<file path="src/rtl/vga_pkg.sv">
// Shared timing constants, FSM state and read-owner tag for the framebuffer arbiter.
package vga_pkg;

  localparam int H_ACTIVE       = 640;
  localparam int H_TOTAL        = 800;
  localparam int V_ACTIVE       = 480;
  localparam int V_TOTAL        = 525;
  localparam int WORDS_PER_LINE = 80;
  localparam int ADDR_W         = 16;
  localparam int DATA_W         = 16;
  localparam int CNT_W          = 10;
  localparam int IDX_W          = 7;
  localparam logic [ADDR_W-1:0] FB_BASE = 16'd0;

  typedef enum logic [1:0] {
    ST_IDLE        = 2'd0,
    ST_FETCH       = 2'd1,
    ST_CPU_RD_WAIT = 2'd2
  } arb_state_t;

  typedef enum logic {
    OWN_FETCH = 1'b0,
    OWN_CPU   = 1'b1
  } owner_t;

  // Line that will be scanned out after the current one, wrapping at frame end.
  function automatic logic [CNT_W-1:0] next_line(input logic [CNT_W-1:0] v);
    return (v == CNT_W'(V_TOTAL - 1)) ? '0 : v + 1'b1;
  endfunction

endpackage

</file>
<file path="src/rtl/vga_line_fetch.sv">
// Line prefetch bookkeeping: window detection, target bank, running line base and word index.
module vga_line_fetch
  import vga_pkg::*;
(
  input  logic              i_clk,
  input  logic              i_rst_n,
  input  logic [CNT_W-1:0]  i_hcount,
  input  logic [CNT_W-1:0]  i_vcount,
  input  logic              i_accept,
  output logic              o_start,
  output logic              o_bank,
  output logic [ADDR_W-1:0] o_addr,
  output logic [IDX_W-1:0]  o_index,
  output logic              o_last
);

  logic [CNT_W-1:0]  w_target;
  logic [ADDR_W-1:0] r_base;
  logic [IDX_W-1:0]  r_index;
  logic              r_bank;

  assign w_target = next_line(i_vcount);
  assign o_start  = (i_hcount == CNT_W'(H_ACTIVE)) && (w_target < CNT_W'(V_ACTIVE));

  // The base advances by one line per opened window; line 0 re-anchors it each frame.
  always_ff @(posedge i_clk or negedge i_rst_n) begin
    if (!i_rst_n) begin
      r_base  <= FB_BASE;
      r_index <= '0;
      r_bank  <= 1'b0;
    end else if (o_start) begin
      r_index <= '0;
      r_bank  <= w_target[0];
      r_base  <= (w_target == '0) ? FB_BASE : r_base + ADDR_W'(WORDS_PER_LINE);
    end else if (i_accept) begin
      r_index <= r_index + 1'b1;
    end
  end

  assign o_bank  = r_bank;
  assign o_index = r_index;
  assign o_addr  = r_base + ADDR_W'(r_index);
  assign o_last  = (r_index == IDX_W'(WORDS_PER_LINE - 1));

endmodule

</file>
<file path="src/rtl/vga_fb_arbiter.sv">
// Framebuffer port arbiter: line prefetch in hblank has absolute priority, CPU gets the rest.
// Optional macro VGA_ARB_UNDERRUN_EN adds a sticky UNDERRUN flag for missed fetch deadlines.
module vga_fb_arbiter
  import vga_pkg::*;
(
  input  logic              i_clk,
  input  logic              i_rst_n,
  input  logic [CNT_W-1:0]  i_hcount,
  input  logic [CNT_W-1:0]  i_vcount,
  input  logic              i_cpu_req,
  input  logic              i_cpu_we,
  input  logic [ADDR_W-1:0] i_cpu_addr,
  input  logic [DATA_W-1:0] i_cpu_wdata,
  output logic              o_cpu_ack,
  output logic [DATA_W-1:0] o_cpu_rdata,
  output logic              o_mem_req,
  output logic              o_mem_we,
  output logic [ADDR_W-1:0] o_mem_addr,
  output logic [DATA_W-1:0] o_mem_wdata,
  input  logic              i_mem_ready,
  input  logic [DATA_W-1:0] i_mem_rdata,
  output logic              o_lb_we,
  output logic              o_lb_bank,
  output logic [IDX_W-1:0]  o_lb_addr,
  output logic [DATA_W-1:0] o_lb_wdata,
  output logic              o_underrun
);

  arb_state_t        r_state, w_next_state;
  logic              w_start, w_bank, w_last;
  logic [ADDR_W-1:0] w_fetch_addr;
  logic [IDX_W-1:0]  w_index;
  logic              w_fetch_accept, w_deadline, w_abort, w_cpu_issue;
  logic              r_pipe_valid;
  owner_t            r_pipe_owner;
  logic [IDX_W-1:0]  r_pipe_index;
  logic              r_cpu_ack;
  logic [DATA_W-1:0] r_cpu_rdata;
  logic              w_ret_fetch, w_ret_cpu;

  vga_line_fetch u_line_fetch (
    .i_clk    (i_clk),
    .i_rst_n  (i_rst_n),
    .i_hcount (i_hcount),
    .i_vcount (i_vcount),
    .i_accept (w_fetch_accept),
    .o_start  (w_start),
    .o_bank   (w_bank),
    .o_addr   (w_fetch_addr),
    .o_index  (w_index),
    .o_last   (w_last)
  );

  assign w_fetch_accept = (r_state == ST_FETCH) && i_mem_ready;
  assign w_deadline     = (i_hcount == CNT_W'(H_TOTAL - 1));
  assign w_abort        = (r_state == ST_FETCH) && w_deadline && !(w_fetch_accept && w_last);

  always_ff @(posedge i_clk or negedge i_rst_n) begin
    if (!i_rst_n) r_state <= ST_IDLE;
    else          r_state <= w_next_state;
  end

  // While the ack pulse is out the CPU still holds REQ, so it must not be re-issued.
  always_comb begin
    w_next_state = r_state;
    w_cpu_issue  = 1'b0;
    o_mem_req    = 1'b0;
    o_mem_we     = 1'b0;
    o_mem_addr   = '0;
    o_mem_wdata  = '0;
    case (r_state)
      ST_IDLE: begin
        if (w_start) begin
          w_next_state = ST_FETCH;
        end else if (i_cpu_req && !r_cpu_ack) begin
          w_cpu_issue = 1'b1;
          o_mem_req   = 1'b1;
          o_mem_we    = i_cpu_we;
          o_mem_addr  = i_cpu_addr;
          o_mem_wdata = i_cpu_we ? i_cpu_wdata : '0;
          if (i_mem_ready && !i_cpu_we) w_next_state = ST_CPU_RD_WAIT;
        end
      end
      ST_FETCH: begin
        o_mem_req  = 1'b1;
        o_mem_addr = w_fetch_addr;
        if (w_fetch_accept && w_last) w_next_state = ST_IDLE;
        else if (w_abort)             w_next_state = ST_IDLE;
      end
      ST_CPU_RD_WAIT: begin
        w_next_state = w_start ? ST_FETCH : ST_IDLE;
      end
      default: w_next_state = ST_IDLE;
    endcase
  end

  // Tag every accepted read so the data returning next cycle goes to the right consumer.
  always_ff @(posedge i_clk or negedge i_rst_n) begin
    if (!i_rst_n) begin
      r_pipe_valid <= 1'b0;
      r_pipe_owner <= OWN_FETCH;
      r_pipe_index <= '0;
    end else begin
      r_pipe_valid <= o_mem_req && i_mem_ready && !o_mem_we;
      r_pipe_owner <= (r_state == ST_FETCH) ? OWN_FETCH : OWN_CPU;
      r_pipe_index <= w_index;
    end
  end

  assign w_ret_fetch = r_pipe_valid && (r_pipe_owner == OWN_FETCH);
  assign w_ret_cpu   = r_pipe_valid && (r_pipe_owner == OWN_CPU);

  assign o_lb_we    = w_ret_fetch;
  assign o_lb_bank  = w_bank;
  assign o_lb_addr  = w_ret_fetch ? r_pipe_index : '0;
  assign o_lb_wdata = w_ret_fetch ? i_mem_rdata  : '0;

  always_ff @(posedge i_clk or negedge i_rst_n) begin
    if (!i_rst_n) begin
      r_cpu_ack   <= 1'b0;
      r_cpu_rdata <= '0;
    end else begin
      r_cpu_ack <= (w_cpu_issue && i_mem_ready && i_cpu_we) || w_ret_cpu;
      if (w_ret_cpu) r_cpu_rdata <= i_mem_rdata;
    end
  end

  assign o_cpu_ack   = r_cpu_ack;
  assign o_cpu_rdata = r_cpu_rdata;

`ifdef VGA_ARB_UNDERRUN_EN
  logic r_underrun;

  always_ff @(posedge i_clk or negedge i_rst_n) begin
    if (!i_rst_n)     r_underrun <= 1'b0;
    else if (w_abort) r_underrun <= 1'b1;
  end

  assign o_underrun = r_underrun;
`else
  assign o_underrun = 1'b0;
`endif

endmodule

</file>
<file path="config.mk">
export PLATFORM = sky130hd
export DESIGN_NAME = vga_fb_arbiter
export DESIGN_NICKNAME = d
export VERILOG_FILES = /design/src/rtl/vga_pkg.sv /design/src/rtl/vga_line_fetch.sv /design/src/rtl/vga_fb_arbiter.sv
export SDC_FILE = /design/constraint.sdc
export NUM_CORES = 1
export LEC_CHECK = 0
export CAP_MARGIN = 20
export CORE_MARGIN = 2
export CORE_UTILIZATION = 41
export CTS_BUF_LIST = sky130_fd_sc_hd__clkbuf_4 sky130_fd_sc_hd__clkbuf_8 sky130_fd_sc_hd__clkbuf_16
export DETAILED_ROUTE_END_ITERATION = 10
export GPL_TIMING_DRIVEN = 0
export PLACE_DENSITY = 0.82
export SLEW_MARGIN = 10
export SYNTH_ARGS = -nofsm -noshare
export SYNTH_HDL_FRONTEND = slang
export SYNTH_SLANG_ARGS = --single-unit
</file>
<file path="constraint.sdc">
create_clock -name i_clk -period 3.15 [get_ports i_clk]
set_input_delay 0.63 -clock i_clk [delete_from_list [all_inputs] [get_ports i_clk]]
set_output_delay 0.63 -clock i_clk [all_outputs]
set_load 0.02 [all_outputs]
</file>
; ---- After elaboration in Yosys (flattened, before gate mapping)
; Index checks and enable logic that the tools add are counted.
[totals]
register_bits = 52
[op_classes]
eq_ne = 9
muxes = 28
addsub = 4
n_bitwise = 1
order_cmp = 1
reduce_logical = 22
[ops]
columns = operator, n
row1 = $mux W16, 8
row2 = $pmux W16 S2, 1
row3 = $eq A10 B10 Y1 const B, 3
row4 = $mux W7, 3
row5 = $add A16 B7 Y16, 1
row6 = $add A16 B7 Y16 const B, 1
row7 = $logic_and A1 B1 Y1, 13
row8 = $add A10 B1 Y10 const B, 1
row9 = $logic_not A10 Y1, 1
row10 = $lt A10 B9 Y1 const B, 1
row11 = $mux W10, 1
row12 = $mux W2, 5
row13 = $mux W1, 8
row14 = $add A7 B1 Y7 const B, 1
row15 = $eq A7 B7 Y1 const B, 1
row16 = $ne A3 B3 Y1 const B, 2
row17 = $pmux W2 S3, 1
row18 = $logic_not A1 Y1, 4
row19 = $ne A3 B2 Y1 const B, 1
row20 = $reduce_and A3 Y1, 1
row21 = $eq A2 B1 Y1 const B, 1
row22 = $eq A2 B2 Y1 const B, 1
row23 = $logic_not A2 Y1, 1
row24 = $pmux W1 S2, 1
row25 = 3 further kinds, 3

; ---- Depth between registers and ports, before layout
[logic_depth]
word_depth = 9
ltp_mapped = 9
depth_no_buf = 8

; ---- Cells and area by module
; From an unflattened synthesis, not the netlist that was laid out.
[hier_totals]
cells_unflattened = 346
area_unflattened_um2 = 3289.4
[by_module_without_submodules]
columns = module, n_inst, cells_per_inst, seq_area_each_um2, area_per_inst_um2
row1 = vga_line_fetch, 1, 208, 500.5, 1796.7
row2 = vga_fb_arbiter, 1, 138, 700.7, 1492.7

; ---- Least setup slack after synthesis
; OpenSTA, ideal clock, no wires.
[synth_timing]
path_kind = input to output
from = input i_vcount[0]
to = output o_mem_wdata[10]
cell_stages = 7
t_arrival_ns = 2.459
setup_slack_ns = 0.061
n_path_buf = 1
path_cell_list = ha_1 > nand4_1 > a2111oi_0 > nor4_4 > nor2_2 > clkbuf_1 > and3_1
[synth_via]
elab_chain_len = 6
word_cells_on_any_way = 7
cone_classes = 1 x add/sub / 1 x order compare / 1 x eq/ne / 3 x mux / 1 x reduce/logical
[synth_lines]
columns = item, line
row1 = from (decl), vga_fb_arbiter.sv:9  ; input logic [CNT_W-1:0] i_vcount,
row2 = $add A10 B1 Y10 / $eq A10 B10 Y1 (equally long branches), vga_pkg.sv:28  ; return (v == CNT_W'(V_TOTAL - 1)) ? '0 : v + 1'b1;
row3 = $mux W10 *, vga_pkg.sv:28
row4 = $lt A10 B9 Y1 *, vga_line_fetch.sv:23  ; assign o_start = (i_hcount == CNT_W'(H_ACTIVE)) && (w_target < CNT_W'(V_ACTIVE));
row5 = $logic_and A1 B1 Y1 *, vga_line_fetch.sv:23
row6 = $mux W16 *, vga_fb_arbiter.sv:73  ; if (w_start) begin
row7 = $mux W16 *, vga_fb_arbiter.sv:71  ; case (r_state)
row8 = to (decl), vga_fb_arbiter.sv:19  ; output logic [DATA_W-1:0] o_mem_wdata,
; Mark *: on every way between the ends. The rest lies on a longest branch, timed or not.

; ---- Worst setup path in the final report
[layout_timing]
from = input i_vcount[6]
to = output o_mem_addr[6]
[layout_via]
elab_chain_len = 6
word_cells_on_any_way = 7
cone_classes = 1 x add/sub / 1 x order compare / 1 x eq/ne / 3 x mux / 1 x reduce/logical
[layout_lines]
columns = item, line
row1 = $add A10 B1 Y10 / $eq A10 B10 Y1 (equally long branches), vga_pkg.sv:28
row2 = $mux W10 *, vga_pkg.sv:28
row3 = $lt A10 B9 Y1 *, vga_line_fetch.sv:23
row4 = $logic_and A1 B1 Y1 *, vga_line_fetch.sv:23
row5 = $mux W16 *, vga_fb_arbiter.sv:73
row6 = $pmux W16 S2 *, vga_fb_arbiter.sv:71
row7 = to (decl), vga_fb_arbiter.sv:18  ; output logic [ADDR_W-1:0] o_mem_addr,
; Marked as above.

==> reports/metrics.yaml <==
logic_synthesis:
  yosys.area.top_type: "sky130_fd_sc_hd__dfrtp_1"
  syn_inst: 311
  yosysTopAreaCellShare: 0.4010
  avgSynthCellArea_um2: 9.631
  yosys_register_bits: 48
  ys_types: 54
  post_synth_net_total: 391
  yosys.cell_count.top_type: "sky130_fd_sc_hd__dfrtp_1"
  synth_enable_flop_cells: 0
  yosys_warnings: 0
  synthTopCellsByCount: "48 x sky130_fd_sc_hd__dfrtp_1, 25 x sky130_fd_sc_hd__and2_1, 21 x sky130_fd_sc_hd__nand2_1"
  dominantRegCellSynth: "sky130_fd_sc_hd__dfrtp_1"
  synth_top_cells_by_area: "sky130_fd_sc_hd__dfrtp_1 40%, sky130_fd_sc_hd__mux2_2 6.0%, sky130_fd_sc_hd__and2_1 5.2%"
  synth_async_sr_flop_share: 1.000
  synth-seq-area-share: 0.4010
  synthesis.area_mm2: 0.002995
setup_path:
  cp_data_arrival_time_ns: 2.49
  timing.rr.end: "u_line_fetch.r_base[15]$_DFFE_PN0P_"
  critical_path.endpoint_type: "primary output"
  depth_of_the_worst_register_to_register_path: 6
  worst-path-max-fanout: 5
  critPathLaunch: "i_vcount[6]"
  critPathKind: "in -> out"
  launch_instance_of_the_worst_register_to_register_path: "u_line_fetch.r_base[10]$_DFFE_PN0P_"
  reg2reg_setup_slack_ns: 1.28
  critical_path_required_ns: 2.52
  cp-start-kind: "primary input"
floorplanning:
  chipHeight_um: 89.48
  die-width_um: 89.48
  starting_density_of_the_core: 0.4174
  io_pins: 150
  die_area_mm2: 0.008006
  floorplan.rows: 31
  core_region_area_mm2: 0.007176
global_routing:
  met1_track_usage_gr: 0.2653
  antenna_violations_before_repair: 0
  globalRoute.busiestLayer: "met2"
  number_of_global_route_vias_before_repair: 2993
  global_route_met2_utilization: 0.4350
  grt-ovfl-total: 0
  grt_max_degree: 36
  global_route_wire_length_before_repair_mm: 14.36
  grt_usage: 0.2332
  grtUsageMet3: 0.05263
timing:
  post-route-min-period_ns: 3.121
  finalSetupViolCount: 0
  fin_skew_ns: 0.007648
  rsz_0062_raised_after_global_routing: "yes"
  final.period_utilization: 0.9907
  final_max_slew_viol_count: 0
  timing.max_slew.rel_slack: 0.5754
  worst_slew_pin_slew_ns: 0.6341
  timing.setup.tns_ns: 0
  report.final.hold_viol_count: 0
  max_clock_freq_mhz: 320.5
cts:
  number_of_clock_sinks: 48
  clockBufferDepth: 2
  cts-hold-fix-buffers: 0
  clkLatencyLatePin_ns: 0.31
  cts_htree_levels: 2
  clock_root_buffer: "sky130_fd_sc_hd__clkbuf_8"
  cts_buffers: 5
  tritoncts: "yes"
  clk_pin_slew_ns: 0.09
layout:
  finish.net_count: 564
  syn2layout_area_growth_pct: 66.96
  antennaDiodeCount: 0
  final_cells: 584
  proportion_of_layout_cells_with_a_drive_suffix_above_1: 0.2495
  final.fill_count: 550
  finish.utilization: 0.6969
place:
  placed_cells_incl_taps: 558
  place.gp.congestion: 0.8209
  numPortBuffers: 147
  dp.final_hpwl_mm: 6.978
route:
  route.detailed.drc: 0
  avgViaCountPerCell: 5.396
  dr.first_iter.drc_count: 160
  wl_per_cell_um: 16.95
  total_wirelength_of_the_detailed_routed_design_mm: 9.900
  vias: 3151
  postRouteAntennaNets: 0
  drt_pre_antenna_iters: 4
pwr:
  power.leakage_uw: 0.002227
  max-vdd-ir-drop_v: 0.0001773
  design_power_total_uw: 1708
  power.density_cell_area_mw_per_mm2: 341.4
run_status:
  run_status: "finished clean"
hold_path:
  holdCritPathClass: "in -> async"
flow_run:
  drv_cap: 0
-- layer usage --
metal,wire length (um),vias up
met5,0,-
met4,155,0
met3,696,15
met2,5225,129
met1,3823,1533
li1,-,1474
-- worst max path at each step --
stage	endpoint	slack [ns]	depth (start not counted)
after CTS	o_mem_wdata[2]	0.003	6
after detailed placement	o_mem_addr[6]	-1.45	9
after floorplan	o_mem_wdata[10]	0.06	7
after global routing	o_mem_addr[6]	-0.03	10
after global placement	o_mem_addr[6]	-1.46	9
final	o_mem_addr[6]	0.03	10
-- sequential cells by signal, indices dropped and copies added, names as in the netlist --
name	count
r_pipe_owner	1
o_cpu_ack	1
u_line_fetch.o_index	7
r_state	2
u_line_fetch.r_base	12
r_pipe_index	7
u_line_fetch.o_bank	1
r_pipe_valid	1
o_cpu_rdata	16
-- cell type report --
| class | count | area (um2) | area share |
|---|---|---|---|
| inverters | 7 | 51.30 | 0.01026 |
| plain buffers | 16 | 91.34 | 0.01826 |
| clock buffers | 5 | 68.82 | 0.01376 |
| clock inverters | 3 | 46.29 | 0.009257 |
| well taps | 99 | 123.9 | 0.02477 |
| repair buffers | 165 | 1555 | 0.3110 |
| multi-input cells | 241 | 1863 | 0.3725 |
| flip-flops and latches | 48 | 1201 | 0.2402 |
-- kinds of logic after synthesis --
kind of cell               count (synthesis)  share of synthesized area
and+or+nand+nor                          140                     0.2715
xor gates and xnor gates                  17                    0.04971
AOI/OAI and AO/OA                         53                     0.1341
buffers and inverters                     23                    0.03175
other                                      1                   0.001252
DFF                                       48                     0.4010
muxes                                     22                    0.08145
adders and majority gates                  7                    0.02924
-- report_power, final --
group / leakage [uW] / internal [uW] / switching (uW)
combinational: 0.00157 / 290 / 248
sequential: 0.000605 / 674 / 30.7
clock: 0.0000548 / 239 / 225
-- critical path, cell delays in order --
cell and delay [ns]:
sky130_fd_sc_hd__buf_8 0.09, sky130_fd_sc_hd__or3_4 0.40, sky130_fd_sc_hd__o31ai_4 0.21, sky130_fd_sc_hd__mux2i_4 0.12
sky130_fd_sc_hd__nor4_4 0.25, sky130_fd_sc_hd__buf_4 0.19, sky130_fd_sc_hd__nor2_4 0.06, sky130_fd_sc_hd__buf_6 0.14
sky130_fd_sc_hd__a22o_1 0.25, sky130_fd_sc_hd__buf_6 0.14
-- through the flow --
stage | instance area [um2] | hold slack, ns | setup slack [ns]
4_1_cts | 4865 | 0.2178 | 0.003219
3_5_place_dp | 4606 | 0.4629 | -1.446
3_3_place_gp | 4591 | 0.4471 | -1.458
2_1_floorplan | 2995 | 0.3344 | 0.06061
6_report | 5001 | 0.2073 | 0.02942
5_1_grt | 5001 | 0.2195 | -0.02881
-- cells in the final DEF (no fill, tap or decap), types with 5 or more instances in the layout --
cell type | netlist | layout
sky130_fd_sc_hd__a21oi_1 | 9 | 8
sky130_fd_sc_hd__a22o_1 | 15 | 15
sky130_fd_sc_hd__and2_1 | 25 | 25
sky130_fd_sc_hd__and3_1 | 17 | 17
sky130_fd_sc_hd__buf_2 | 4 | 26
sky130_fd_sc_hd__buf_4 | 1 | 17
sky130_fd_sc_hd__buf_6 | 0 | 14
sky130_fd_sc_hd__clkbuf_1 | 11 | 10
sky130_fd_sc_hd__clkbuf_8 | 0 | 6
sky130_fd_sc_hd__clkdlybuf4s50_1 | 0 | 93
sky130_fd_sc_hd__dfrtp_1 | 48 | 48
sky130_fd_sc_hd__dlymetal6s2s_1 | 0 | 8
sky130_fd_sc_hd__ha_1 | 7 | 5
sky130_fd_sc_hd__inv_1 | 7 | 5
sky130_fd_sc_hd__mux2_2 | 16 | 16
sky130_fd_sc_hd__nand2_1 | 21 | 21
sky130_fd_sc_hd__nand3_1 | 13 | 11
sky130_fd_sc_hd__nand4_1 | 8 | 8
sky130_fd_sc_hd__nor2_1 | 20 | 20
sky130_fd_sc_hd__xnor2_1 | 7 | 7
sky130_fd_sc_hd__xor2_1 | 10 | 10
-- timing repair --
action	CTS	global route
endpoints found under the setup margin	34	34
gates resized for setup	211	43
buffers inserted	12	3
pin swaps	10	13
gates cloned	3	0
No activity file was read; power rests on OpenSTA's default activity.
